[src/rtl/dvb_s2_axis_frame_align_if.sv]
// AXI-stream bus bundle for the DVB-S2 frame aligner: data, end-of-frame and TID/TDEST/TUSER sideband.
interface dvb_s2_axis_frame_align_if #(
  parameter int pDAT_W   = 8,
  parameter int pTID_W   = 8,
  parameter int pTDEST_W = 4,
  parameter int pTUSER_W = 9
);
  logic                tvalid;
  logic                tready;
  logic [pDAT_W-1:0]   tdata;
  logic                tlast;
  logic [pTID_W-1:0]   tid;
  logic [pTDEST_W-1:0] tdest;
  logic [pTUSER_W-1:0] tuser;

  modport master (output tvalid, tdata, tlast, tid, tdest, tuser, input tready);
  modport slave  (input tvalid, tdata, tlast, tid, tdest, tuser, output tready);
endinterface

[src/rtl/dvb_s2_axis_frame_align.sv]
// Forces each AXI-stream frame to exactly len beats (pad short / truncate long) ahead of the LDPC encoder.
// One register stage (accept at t -> m_axis_tvalid at t+1); s_axis_tready is combinational from m_axis_tready and low while padding.
module dvb_s2_axis_frame_align #(
  parameter int pDAT_W   = 8,
  parameter int pTID_W   = 8,
  parameter int pTDEST_W = 4,
  parameter int pTUSER_W = 9,
  parameter int pLEN_W   = 16,
  parameter bit pPAD_EN  = 1'b1
) (
  input  logic                     iclk,
  input  logic                     iresetn,
  input  logic [pLEN_W-1:0]        ilen,
  dvb_s2_axis_frame_align_if.slave  s_axis,
  dvb_s2_axis_frame_align_if.master m_axis,
  output logic                     obusy,
  output logic                     oframe_done,
  output logic [pLEN_W-1:0]        oframe_beatnum,
  output logic                     oframe_error
);

  localparam logic [1:0] ST_IDLE = 2'd0;
  localparam logic [1:0] ST_PASS = 2'd1;
  localparam logic [1:0] ST_PAD  = 2'd2;
  localparam logic [1:0] ST_DROP = 2'd3;

  localparam logic [pLEN_W-1:0] LEN_ONE = {{(pLEN_W-1){1'b0}}, 1'b1};
  localparam logic [pLEN_W-1:0] LEN_MAX = '1;

  logic [1:0]          state;
  logic [pLEN_W-1:0]   len;
  logic [pLEN_W-1:0]   ocnt;
  logic [pLEN_W-1:0]   icnt;

  logic                out_vld;
  logic                out_last;
  logic [pDAT_W-1:0]   out_dat;
  logic [pTID_W-1:0]   tid_q;
  logic [pTDEST_W-1:0] tdest_q;
  logic [pTUSER_W-1:0] tuser_q;

  logic                out_free;
  logic                s_rdy;
  logic                s_fire;
  logic                is_idle;
  logic [pLEN_W-1:0]   len_now;
  logic [pLEN_W-1:0]   ocnt_now;
  logic [pLEN_W-1:0]   icnt_now;
  logic                at_len;
  logic                pass_last;
  logic                pass_err;
  logic [1:0]          pass_next;
  logic                pad_last;

  always_comb begin
    out_free = !out_vld || m_axis.tready;
    case (state)
      ST_IDLE, ST_PASS: s_rdy = out_free;
      ST_DROP:          s_rdy = 1'b1;
      default:          s_rdy = 1'b0;
    endcase
    s_fire  = s_axis.tvalid && s_rdy;
    is_idle = (state == ST_IDLE);

    // A first beat is judged against the length being sampled right now, not the stale latch.
    len_now  = is_idle ? ((ilen == '0) ? LEN_ONE : ilen) : len;
    ocnt_now = is_idle ? LEN_ONE : ocnt + LEN_ONE;
    icnt_now = is_idle ? LEN_ONE : ((icnt == LEN_MAX) ? icnt : icnt + LEN_ONE);
    at_len   = (ocnt_now == len_now);

    pass_last = 1'b0;
    pass_err  = 1'b0;
    pass_next = ST_PASS;
    if (s_axis.tlast) begin
      pass_err = !at_len;
      if (at_len || !pPAD_EN) begin
        pass_last = 1'b1;
        pass_next = ST_IDLE;
      end else begin
        pass_next = ST_PAD;
      end
    end else if (at_len) begin
      pass_last = 1'b1;
      pass_next = ST_DROP;
    end

    pad_last = ((ocnt + LEN_ONE) == len);
  end

  always_ff @(posedge iclk or negedge iresetn) begin
    if (!iresetn) begin
      state          <= ST_IDLE;
      len            <= '0;
      ocnt           <= '0;
      icnt           <= '0;
      tid_q          <= '0;
      tdest_q        <= '0;
      tuser_q        <= '0;
      oframe_done    <= 1'b0;
      oframe_beatnum <= '0;
      oframe_error   <= 1'b0;
    end else begin
      oframe_done <= 1'b0;
      case (state)
        ST_IDLE, ST_PASS: begin
          if (s_fire) begin
            if (is_idle) begin
              len     <= len_now;
              tid_q   <= s_axis.tid;
              tdest_q <= s_axis.tdest;
              tuser_q <= s_axis.tuser;
            end
            ocnt  <= ocnt_now;
            icnt  <= icnt_now;
            state <= pass_next;
            if (s_axis.tlast) begin
              oframe_done    <= 1'b1;
              oframe_beatnum <= icnt_now;
              oframe_error   <= pass_err;
            end
          end
        end
        ST_PAD: begin
          if (out_free) begin
            ocnt <= ocnt + LEN_ONE;
            if (pad_last) state <= ST_IDLE;
          end
        end
        ST_DROP: begin
          if (s_fire) begin
            icnt <= icnt_now;
            if (s_axis.tlast) begin
              state          <= ST_IDLE;
              oframe_done    <= 1'b1;
              oframe_beatnum <= icnt_now;
              oframe_error   <= 1'b1;
            end
          end
        end
        default: state <= ST_IDLE;
      endcase
    end
  end

  // Output register: reloads in the same cycle the consumer takes the previous beat.
  always_ff @(posedge iclk or negedge iresetn) begin
    if (!iresetn) begin
      out_vld  <= 1'b0;
      out_last <= 1'b0;
      out_dat  <= '0;
    end else if (s_fire && state != ST_DROP) begin
      out_vld  <= 1'b1;
      out_last <= pass_last;
      out_dat  <= s_axis.tdata;
    end else if (state == ST_PAD && out_free) begin
      out_vld  <= 1'b1;
      out_last <= pad_last;
      out_dat  <= '0;
    end else if (m_axis.tready) begin
      out_vld  <= 1'b0;
    end
  end

  assign s_axis.tready = s_rdy;
  assign m_axis.tvalid = out_vld;
  assign m_axis.tlast  = out_last;
  assign m_axis.tdata  = out_dat;
  assign m_axis.tid    = tid_q;
  assign m_axis.tdest  = tdest_q;
  assign m_axis.tuser  = tuser_q;
  assign obusy         = (state != ST_IDLE) || out_vld;

endmodule

[src/flat_wrapper.sv]
// flat-port wrapper written by rule: the top's interface ports become plain ports
module dvb_s2_axis_frame_align_flat 
#(
  parameter int pDAT_W   = 8,
  parameter int pTID_W   = 8,
  parameter int pTDEST_W = 4,
  parameter int pTUSER_W = 9,
  parameter int pLEN_W   = 16,
  parameter bit pPAD_EN  = 1'b1
)
  (iclk, iresetn, ilen, obusy, oframe_done, oframe_beatnum, oframe_error, s_axis_tvalid, s_axis_tdata, s_axis_tlast, s_axis_tid, s_axis_tdest, s_axis_tuser, s_axis_tready, m_axis_tvalid, m_axis_tdata, m_axis_tlast, m_axis_tid, m_axis_tdest, m_axis_tuser, m_axis_tready);
  dvb_s2_axis_frame_align_if #(.pDAT_W(pDAT_W), .pTID_W(pTID_W), .pTDEST_W(pTDEST_W), .pTUSER_W(pTUSER_W)) s_axis_i ();
  dvb_s2_axis_frame_align_if #(.pDAT_W(pDAT_W), .pTID_W(pTID_W), .pTDEST_W(pTDEST_W), .pTUSER_W(pTUSER_W)) m_axis_i ();
  input  logic iclk;
  input  logic iresetn;
  input  logic [pLEN_W-1:0] ilen;
  output logic obusy;
  output logic oframe_done;
  output logic [pLEN_W-1:0] oframe_beatnum;
  output logic oframe_error;
  input wire logic [$bits(s_axis_i.tvalid)-1:0] s_axis_tvalid;
  input wire logic [$bits(s_axis_i.tdata)-1:0] s_axis_tdata;
  input wire logic [$bits(s_axis_i.tlast)-1:0] s_axis_tlast;
  input wire logic [$bits(s_axis_i.tid)-1:0] s_axis_tid;
  input wire logic [$bits(s_axis_i.tdest)-1:0] s_axis_tdest;
  input wire logic [$bits(s_axis_i.tuser)-1:0] s_axis_tuser;
  output wire logic [$bits(s_axis_i.tready)-1:0] s_axis_tready;
  output wire logic [$bits(m_axis_i.tvalid)-1:0] m_axis_tvalid;
  output wire logic [$bits(m_axis_i.tdata)-1:0] m_axis_tdata;
  output wire logic [$bits(m_axis_i.tlast)-1:0] m_axis_tlast;
  output wire logic [$bits(m_axis_i.tid)-1:0] m_axis_tid;
  output wire logic [$bits(m_axis_i.tdest)-1:0] m_axis_tdest;
  output wire logic [$bits(m_axis_i.tuser)-1:0] m_axis_tuser;
  input wire logic [$bits(m_axis_i.tready)-1:0] m_axis_tready;
  assign s_axis_i.tvalid = s_axis_tvalid;
  assign s_axis_i.tdata = s_axis_tdata;
  assign s_axis_i.tlast = s_axis_tlast;
  assign s_axis_i.tid = s_axis_tid;
  assign s_axis_i.tdest = s_axis_tdest;
  assign s_axis_i.tuser = s_axis_tuser;
  assign s_axis_tready = s_axis_i.tready;
  assign m_axis_tvalid = m_axis_i.tvalid;
  assign m_axis_tdata = m_axis_i.tdata;
  assign m_axis_tlast = m_axis_i.tlast;
  assign m_axis_tid = m_axis_i.tid;
  assign m_axis_tdest = m_axis_i.tdest;
  assign m_axis_tuser = m_axis_i.tuser;
  assign m_axis_i.tready = m_axis_tready;
  dvb_s2_axis_frame_align #(.pDAT_W(pDAT_W), .pTID_W(pTID_W), .pTDEST_W(pTDEST_W), .pTUSER_W(pTUSER_W), .pLEN_W(pLEN_W), .pPAD_EN(pPAD_EN)) u_core (.iclk(iclk), .iresetn(iresetn), .ilen(ilen), .s_axis(s_axis_i), .m_axis(m_axis_i), .obusy(obusy), .oframe_done(oframe_done), .oframe_beatnum(oframe_beatnum), .oframe_error(oframe_error));
endmodule
[config.mk]
export PLATFORM = sky130hd
export DESIGN_NAME = dvb_s2_axis_frame_align_flat
export DESIGN_NICKNAME = d
export VERILOG_FILES = /design/src/rtl/dvb_s2_axis_frame_align_if.sv /design/src/rtl/dvb_s2_axis_frame_align.sv /design/src/flat_wrapper.sv
export SDC_FILE = /design/constraint.sdc
export NUM_CORES = 1
export LEC_CHECK = 0
export CAP_MARGIN = 20
export CORE_ASPECT_RATIO = 0.6
export CORE_MARGIN = 1
export CORE_UTILIZATION = 40
export DETAILED_ROUTE_END_ITERATION = 10
export PLACE_DENSITY_LB_ADDON = 0.3
export SYNTH_ARGS = -nofsm -noshare
export SYNTH_HDL_FRONTEND = slang
export SYNTH_SLANG_ARGS = --single-unit
[constraint.sdc]
create_clock -name iclk -period 3.55 [get_ports iclk]
set_input_delay 0.8875 -clock iclk [delete_from_list [all_inputs] [get_ports iclk]]
set_output_delay 0.8875 -clock iclk [all_outputs]
set_load 0.01 [all_outputs]
-- Word-level counts from Yosys, hierarchy flattened
Index checks and enable logic that the tools add are counted.
- bits in registers: 99
- bits of input ports: 50
- logic and storage cells: 84
- add/subtract/negate cells: 2
- equal/unequal tests: 13
- mux-type cells: 34
- reductions and logical operators: 22
- operators by type and width (cell ; number):
    two-way mux 16 bit ; 7
    adder 16 x 1 -> 16 bit, second input constant ; 2
    equality test 16 bit ; 2
    case mux 16 bit (2 select lines) ; 1
    equality test 16 bit, second input constant ; 1
    zero test 16 bit ; 1
    two-way mux 2 bit ; 8
    two-way mux 8 bit ; 2
    two-way mux 1 bit ; 13
    AND reduction 5 bit ; 2
    AND reduction 3 bit ; 3
    != test 2 x 1 -> 1 bit, second input constant ; 4
    nonzero test 2 bit ; 4
    != test 2 bit, second input constant ; 3
    case mux 2 bit (3 select lines) ; 1
    equality test 2 bit, second input constant ; 2
    case mux 1 bit (2 select lines) ; 2
    logical AND 1 bit ; 3
    nonzero test 3 bit ; 1
    OR reduction 3 bit ; 1
    equality test 2 x 1 -> 1 bit, second input constant ; 1
    zero test 1 bit ; 2
    zero test 2 bit ; 1
    logical OR 1 bit ; 2
    other kinds (2) ; 2

-- Logic depth before layout (Yosys ltp)
- word-level depth: 8
- gate-level depth with buffers: 8
- gate-level depth less buffers: 7

-- Worst setup path before layout
No wires, ideal clock.
- path kind: input-to-output
- start: input port m_axis_tready
- end: output port s_axis_tready
- arrival: 1385 ps
- required time: 2663 ps
- slack: 1277 ps
- stages: 3
- buffers on the path: 1
- path through: nand2b_1 -> clkbuf_1 -> o21a_1
- longest elaborated chain between the ends: 2
- RTL lines (what ; RTL line ; RTL):
    start, declared ; flat_wrapper.sv:34 ; input wire logic [$bits(m_axis_i.tready)-1:0] m_axis_tready;
    logical OR 1 bit ; dvb_s2_axis_frame_align.sv:56 ; out_free = !out_vld || m_axis.tready;
    case mux 1 bit (2 select lines) ; dvb_s2_axis_frame_align.sv:57 ; case (state)
    end, declared ; flat_wrapper.sv:27 ; output wire logic [$bits(s_axis_i.tready)-1:0] s_axis_tready;
No other way between the ends.

-- Worst setup path in the final report
Same ends and word-level chain as after synthesis.

==> results.md <==
- Ys async rst share: 1.000
- Gr usage total: 0.2102
- Antenna Cells: 0
- Number of global-route vias before repair: 4345
- Post-cts resize count: 0
- Top-count cell post-synth: nand2_1
- Clk_skew: 0.008494 ns
- Initial core utilization: 0.4103
- Total chip power: 4.552 mW
- Final wirelength: 12.88 mm
- Synth cell count leaders: nand2_1, dfrtp_1, o21ai_0, clkbuf_1, nand3_1
- Worst-path clk slew: 0.06 ns
- Crit path arrival time: 2.14 ns
- Share of layout cells above drive strength 1: 0.06687
- Remaining global-route overflow: 0
- Critical Path RT: 2.66 ns
- Largest net degree at the start of global routing: 57
- CTS tree: built
- RSZ-0062 raised after global routing: no
- Post-synthesis sequential area ratio: 0.5005
- Iter 0 DRT Violations: 253
- Total die area: 12840 um2
- Startpoint types: input port
- Worst vdd ir: 0.3802 mV
- DR pass1 iterations: 5
- Global-route wire length before repair: 21.40 mm
- Clock Latency Late Sink: 0.34 ns
- DR WL/cell: 15.94 um
- Setup TNS: 0 ns
- Unique cell type count in the Yosys netlist: 52
- Hold-fix buffers, CTS: 0
- Nets@finish: 690
- Syn Inst Count: 546
- Core area: 12060 um2
- Critical path type: in -> out
- CTS Root Cell: clkbuf_16
- Slew @ Worst Pin: 0.7282 ns
- Top cells by area, synth: dfrtp_1, nand2_1, o21ai_0
- Die height: 88.17 um
- Crit share post-route: 0.8525
- Number of placed cells counting well taps: 792
- Initial antenna violation count: 0
- Maxcap violations: 0
- Width of the die: 145.6 um
- Final hold violation count: 0
- Final Setup Violations: 0
- Number of synthesized flops with an enable pin: 0
- Worst slack, placed: 0.4886 ns
- Synth top area share: 0.5005
- Vias per cell: 5.370
- Hold Crit Depth: 2
- Via count: 4339
- Worst setup margin: 0.5235 ns
- Synth Flop Type: dfrtp_1
- R2R depth: 7
- # DRC: 0
- Worst Hold Class: reg -> reg
- DP Wirelength: 9.325 mm
- Final antenna-violating net count: 0
- Sink Count: 99
- Buffers on Ports: 100
- Synth-to-layout area growth: 30.01%
- Final weighted congestion in routability-driven placement: 0.8991
- I/O Pins: 101
- Synthesized net count: 598
- Seq cells post-synth: 99
- Status: finished clean
- Post-CTS setup buffer count: 0
- Cell taking the most area after synthesis: dfrtp_1
- Syn avg cell area: 9.065 um2
- Leakage: 2.827 nW
- Pins Over Slew Limit: 0
- Fmax: 330.4 MHz
- Row count: 31
- Non-filler cells, final: 808
- Clk buf depth: 2
- Slew HR: 0.5140
- Critical path capture point type: primary output
- Crit path max fanout: 2
- Fin crit period: 3.026 ns
- Num CTS Buffers: 9
- YS warnings: 0
- Mapped Area: 4950 um2
- P per Cell Area: 707.4 nW/um2
- Max H-tree Level: 3
## kinds of logic (layout without fill, tap and decap cells)
kind of cell               count (synthesis)  count (layout)  share of synthesized area
AOI/OAI and AO/OA                        115             115                     0.1489
muxes                                      7               7                    0.01491
DFF                                       99              99                     0.5005
buffers and inverters                     38             135                    0.03008
and+or+nand+nor                          253             253                     0.2439
adders and majority gates                  2               2                   0.005055
xor gates and xnor gates                  32              32                    0.05662
## cells in the final DEF, fill, tap and decap left out, types with 3 or more instances in the layout
master,instances
xnor2_1,18
nor4_1,4
a22o_1,9
xor2_1,14
and3_1,8
nand3_1,22
dfrtp_1,99
nor2_1,20
nand2b_1,4
clkbuf_16,9
inv_1,8
o41ai_1,4
mux2_2,3
o21ai_0,45
clkdlybuf4s50_1,99
or3_1,5
buf_4,11
mux2i_1,4
nand4_1,10
a31oi_1,4
o211ai_1,4
nor3_1,6
a21oi_1,20
nand2_1,149
and4_1,6
o31ai_1,13
## metrics by stage
| step | util | area (um2) | hold slack (ns) |
|---|---|---|---|
| global placement | 0.5090 | 6140 | 0.4580 |
| global route | 0.5335 | 6435 | 0.5009 |
| finish | 0.5335 | 6435 | 0.4703 |
| CTS | 0.5335 | 6435 | 0.4788 |
| floorplan | - | 4950 | 0.4586 |
| detailed placement | 0.5090 | 6140 | 0.4632 |
## power by group
group | switching (mW) | total (mW) | internal, mW | leakage [nW]
combinational | 1.00 | 1.81 | 0.801 | 1.39
sequential | 0.313 | 1.76 | 1.45 | 1.29
clock | 0.421 | 0.988 | 0.567 | 0.147
## worst max-delay path, stage by stage
cell and delay [ns]:
clkdlybuf4s50_1 0.48, nand2b_1 0.12, o21a_1 0.12, clkdlybuf4s50_1 0.54
## sequential cells by signal, indices dropped and copies added, names as in the netlist, 4 cells and up
register and count:
u_core.m_axis.tid 8, u_core.m_axis.tdata 8, u_core.len 16, u_core.ocnt 16
u_core.m_axis.tuser 9, u_core.m_axis.tdest 4, u_core.icnt 16, u_core.oframe_beatnum 16
## final cells by class
cell class              instances  area, um2
well taps                     165      206.4
flip-flops and latches         99       2477
repair buffers                111       1094
inverters                       8      30.03
clock inverters                 4      48.80
clock buffers                  12      246.5
fillers                      1098       5628
multi-input cells             409       2332
## layer usage
metal | vias up | GRT usage | routed length [um]
met3 | 15 | 0.06823 | 1136
met4 | 0 | 0.06794 | 174
met1 | 2082 | 0.2882 | 6105
met2 | 161 | 0.3169 | 5466
li1 | 2081 | - | -
met5 | - | 0 | 0
## final timing paths
path                                             start                   endpoint  slack [ns]
worst min register to register  u_core.m_axis.tdest[1]     u_core.m_axis.tdest[1]        0.47
worst min-delay path            u_core.m_axis.tdest[1]     u_core.m_axis.tdest[1]        0.47
worst max register to register          u_core.ocnt[0]            u_core.state[1]        1.05
worst max-delay path                     m_axis_tready              s_axis_tready        0.52
min in group asynchronous                      iresetn  u_core.oframe_beatnum[11]        0.55
max in group asynchronous                      iresetn     u_core.m_axis.tuser[0]        2.26
Power figures use the tool's default switching activity.
